### src/rtl/rr_arbiter_4.sv
// rr_arbiter_4: four-requester round-robin arbiter with a registered one-hot grant.
// A winner holds the resource until it pulses done or drops its request.
// The cycle after every release is spent in IDLE.
// Optional feature macro RR_ARB_TIMEOUT_EN: forced release after MAX_HOLD grant
// cycles, flagged by a one-cycle timeout pulse. Without the macro, timeout is 0.
module rr_arbiter_4 #(
  parameter int MAX_HOLD = 16
) (
  input  logic       clk,
  input  logic       rst,
  input  logic [3:0] req,
  input  logic       done,
  output logic [3:0] grant,
  output logic [1:0] grant_idx,
  output logic       busy,
  output logic       timeout
);

  typedef enum logic {IDLE, GRANT} state_e;

  state_e     state_q;
  logic [1:0] ptr_q;
  logic [3:0] grant_q;
  logic [1:0] grant_idx_q;
  logic       busy_q;

  logic [1:0] win_idx_d;
  logic [1:0] cand;

  // Elaboration-time range check on the hold limit.
  if (MAX_HOLD < 1 || MAX_HOLD > 255) begin : g_bad_max_hold
    $error("rr_arbiter_4: MAX_HOLD must be in 1..255");
  end

`ifdef RR_ARB_TIMEOUT_EN
  localparam logic [7:0] HOLD_LAST = 8'(MAX_HOLD - 1);
  logic [7:0] hold_q;
  logic       timeout_q;
`endif

  // Pick the first asserted request starting at ptr_q; lowest offset wins.
  always_comb begin
    win_idx_d = ptr_q;
    cand      = ptr_q;
    for (int i = 3; i >= 0; i--) begin
      cand = ptr_q + 2'(i);
      if (req[cand]) begin
        win_idx_d = cand;
      end
    end
  end

  // Arbitration FSM with all outputs registered.
  always_ff @(posedge clk) begin
    if (rst) begin
      state_q     <= IDLE;
      ptr_q       <= 2'd0;
      grant_q     <= 4'b0000;
      grant_idx_q <= 2'd0;
      busy_q      <= 1'b0;
`ifdef RR_ARB_TIMEOUT_EN
      hold_q      <= 8'd0;
      timeout_q   <= 1'b0;
`endif
    end else begin
`ifdef RR_ARB_TIMEOUT_EN
      timeout_q <= 1'b0;
`endif
      case (state_q)
        IDLE: begin
          if (|req) begin
            state_q     <= GRANT;
            grant_idx_q <= win_idx_d;
            grant_q     <= 4'b0001 << win_idx_d;
            busy_q      <= 1'b1;
            ptr_q       <= win_idx_d + 2'd1;
`ifdef RR_ARB_TIMEOUT_EN
            hold_q      <= 8'd0;
`endif
          end
        end
        GRANT: begin
          // A normal release always wins over expiry, so timeout stays low then.
          if (done || !req[grant_idx_q]) begin
            state_q <= IDLE;
            grant_q <= 4'b0000;
            busy_q  <= 1'b0;
          end
`ifdef RR_ARB_TIMEOUT_EN
          else if (hold_q == HOLD_LAST) begin
            state_q   <= IDLE;
            grant_q   <= 4'b0000;
            busy_q    <= 1'b0;
            timeout_q <= 1'b1;
          end else begin
            hold_q <= hold_q + 8'd1;
          end
`endif
        end
      endcase
    end
  end

  assign grant     = grant_q;
  assign grant_idx = grant_idx_q;
  assign busy      = busy_q;
`ifdef RR_ARB_TIMEOUT_EN
  assign timeout   = timeout_q;
`else
  assign timeout   = 1'b0;
`endif

endmodule

### config.mk
export PLATFORM = sky130hd
export DESIGN_NAME = rr_arbiter_4
export DESIGN_NICKNAME = d
export VERILOG_FILES = /design/src/rtl/rr_arbiter_4.sv
export SDC_FILE = /design/constraint.sdc
export NUM_CORES = 1
export LEC_CHECK = 0
export CAP_MARGIN = 10
export CORE_UTILIZATION = 25
export DETAILED_ROUTE_END_ITERATION = 8
export PLACE_DENSITY = 0.58
export RECOVER_POWER = 25
export SKIP_LAST_GASP = 1
export SLEW_MARGIN = 40
export SYNTH_ARGS = -nofsm -noshare
export SYNTH_HDL_FRONTEND = slang
export SYNTH_SLANG_ARGS = --single-unit
### constraint.sdc
create_clock -name clk -period 2.7 [get_ports clk]
set_clock_uncertainty 0.15 [all_clocks]
set_input_delay 0.54 -clock clk [delete_from_list [all_inputs] [get_ports clk]]
set_output_delay 0.54 -clock clk [all_outputs]
set_load 0.005 [all_outputs]
==> impl_summary.log <==
INFO  metric ff2ff_setup_slack = between 1 and 1.5 ns
INFO  metric yosys_most_used_dff = dfxtp_1
INFO  metric number_of_antenna_violations_at_the_first_check_in_global_routing = 0
INFO  metric post_synth_main_area_contributors = dfxtp_1, a21oi_1, nand2_1, nor2_1, nor2b_1
INFO  metric die_height = approximately 47 um
INFO  metric ff_latch_area = about 200 um^2
INFO  metric multiInputGateArea = ~300 um^2
INFO  metric cp_cell_sequence = clkdlybuf4s50_1 > and3b_1 > or4_4 > nand2_4 > xnor2_1 > a211oi_2
INFO  metric timing_max_transition_violations_final = 0
INFO  metric detailedPlacementHpwl = 887 um
INFO  metric count_of_flip_flops_with_a_built_in_enable_after_synthesis = 0
INFO  metric post_synthesis_share_of_cell_area_spent_on_xor_and_xnor_gates = 0.0169
INFO  metric cellLeakagePower = about 0.28 nW
INFO  metric min_path_cells = 2
INFO  metric worst_setup_hold_path_clk_slew = approximately 0.070 ns
INFO  metric netlist_instances = 63
INFO  metric worst-setup-path-type = primary input to flip-flop
INFO  metric detailed_route_via_count = just under 500
INFO  metric initial_core_util = 0.263
INFO  metric violations = design-rule violations
INFO  metric cp.arrival = between 2 and 2.5 ns
INFO  metric fraction_of_final_layout_cells_with_drive_strength_greater_than_1 = 0.128
INFO  metric finalCriticalPeriod = roughly 2.2 ns
INFO  metric commonest_non_fill_non_tap_cell_in_the_layout = dfxtp_1
INFO  metric synth_top_family_by_area = simple AND/OR/NAND/NOR gates
INFO  metric hold_violations = 0
INFO  metric achievable-frequency = 462 MHz
INFO  metric clk-insertion-delay-late = 0.27 ns
INFO  metric die_x = between 40 and 50 um
INFO  metric cp_top_family = simple AND/OR/NAND/NOR gates
INFO  metric power_density = 613 nW/um^2
INFO  metric cts_tree = built
INFO  metric synthesis.area = approximately 520 um^2
INFO  metric overflow_left_after_global_routing = 0
INFO  metric wl_per_cell = 11.4 um
INFO  metric final_min_period_over_clock_period = 0.802
INFO  metric finalSetupViolCount = 0
INFO  metric worst-path-stages = 6
INFO  metric number_of_buffers_inserted_by_port_buffering = 13
INFO  metric fp-row-count = 16
INFO  metric seq_area_frac_synth = 0.387
INFO  metric critPathCaptureType = flip-flop
INFO  metric synth_nets = 70
INFO  metric ys_async_sr_fraction = 0
INFO  metric mostFrequentLayoutCells = dfxtp_1, clkdlybuf4s50_1, nand2_1, a21oi_1, nor2_1
INFO  metric antenna-diode-count = 0
INFO  metric holdBufCountCts = 0
INFO  metric floorplan.die_area = 2250 um^2
INFO  metric status = finished, violations left
INFO  metric synthesized_area_fraction_occupied_by_ao_oa_aoi_and_oai_cells = 0.228
INFO  metric critPathMaxStageDelay = between 0.5 and 0.6 ns
INFO  metric r2r_cells = 5
INFO  metric grt_first_pass_wirelength = 1.82 mm
INFO  metric yosysWarnings = 0
INFO  metric slowest_stage = clkdlybuf4s50_1
INFO  metric globalRouteTotalUtil = 0.119
INFO  metric multiplexer_share_of_the_synthesized_area = 0.0194
INFO  metric timing.setup.tns = 0 ns
INFO  metric finish.utilization = 0.360
INFO  metric synth.top_cell.area_share = 0.387
INFO  metric routabilityCongestion = between 0.6 and 0.7
INFO  metric post_cts_resized = 0
INFO  metric remaining_max_slew_budget_at_the_tightest_pin = 0.566
INFO  metric post_cts_buffers = 0
INFO  metric totalWireLength = 1.20 mm
INFO  metric yosys.area.top_type = dfxtp_1
INFO  metric detail_route.first_pass.iterations = 6
INFO  metric tightest_slew = between 0.6 and 0.7 ns
INFO  metric routed_via_density = 4.64
INFO  metric fillerInstances = ~240
INFO  metric io-pin-count = 15
INFO  metric timing.critical_path.from_type = primary input
INFO  metric htreeDepth = 1
INFO  metric synth.distinct_cells = 30
INFO  metric vdd_ir_drop_max = roughly 230 uV
INFO  metric final_antenna_net_count = 0
INFO  metric residual_drc_count = 1
INFO  metric grt_pass1_vias = about 410
INFO  metric setup_repair_after_global_routing_missed_its_margin = false
INFO  metric synth_simple_gate_area_share = 0.305
INFO  metric critPathBufInv = 1
INFO  metric coreArea = roughly 2000 um^2
INFO  metric syn-mean-instance-area = roughly 8.2 um^2
INFO  metric final_nets = 86
INFO  metric clock_path_buffers = 2
INFO  metric area_growth_syn_to_layout = 36.6%
INFO  metric yosys.area_share.adder = 0
INFO  metric drtIter0Drc = 10
INFO  metric min_path_type = flip-flop to flip-flop
INFO  metric number_of_storage_elements_in_the_synthesis_netlist = 10
INFO  metric cts_num_sinks = 10
INFO  metric tritoncts_buffers = 3
INFO  metric maxCapViolCount = 0
INFO  metric cp.required = around 2.7 ns
INFO  metric root_buffer_selected_by_cts = clkbuf_4
INFO  metric crit_fanout = 7
INFO  metric grt_max_degree = 11
## per-layer routing
metal,vias up,part of all wire,GRT usage
li1,253,-,-
met1,219,0.50,0.161
met2,13,0.44,0.159
met3,2,0.054,0.0340
met4,0,0.0067,0.0857
met5,-,0,0
## registers in the layout (all words and copies together), names as in the netlist
register   flops
grant_idx      2
grant          4
ptr_q          2
busy           1
state_q        1
## worst paths after layout
path | from | endpoint
worst max-delay path | req[3] | ptr_q[1]
worst min-delay path | grant[2] | grant[2]
worst max register to register | ptr_q[1] | ptr_q[1]
worst min register to register | grant[2] | grant[2]
## worst min-delay path, cell delays in order (launching register included)
cell and delay (ns):
dfxtp_1 0.31, nand2_1 0.05, a21oi_1 0.05
## per-stage QoR
stage               instances  hold WS [ns]  power [W]  instance area [um^2]  setup WS, ns
global route              105         0.321   0.000456                   706         0.487
global placement          101         0.297   0.000297                   669         0.256
detailed placement        101         0.297   0.000301                   669         0.270
floorplan                  63         0.298   0.000253                   517         0.926
CTS                       105         0.313   0.000439                   706         0.547
finish                    105         0.302   0.000432                   706         0.533
## cell usage after synthesis, drive strengths merged (2+ instances only)
cell,n
a211o,2
a211oi,2
a21oi,8
buf,2
dfxtp,10
inv,2
nand2,9
nor2,7
nor2b,3
o21ai,2
## layout make-up
cell class              instances  area share
clock buffers                   4      0.0514
repair buffers                 13       0.184
multi-input cells              49       0.422
inverters                       2      0.0106
flip-flops and latches         10       0.284
well taps                      27      0.0479
## power breakdown
group | switching, W | internal, W | leakage (nW)
Clock | 0.0000561 | 0.0000819 | 0.0210
Combinational | 0.0000558 | 0.0000592 | 0.177
Sequential | 0.0000144 | 0.000165 | 0.0826
Total | 0.000126 | 0.000306 | 0.281
## kinds of logic after synthesis
kind of cell	Yosys count
mux	1
buf+inv	4
xor+xnor	1
simple gates	29
other cells	1
flops	10
compound gates	17
Note: power is estimated with default switching activity, not from simulation.
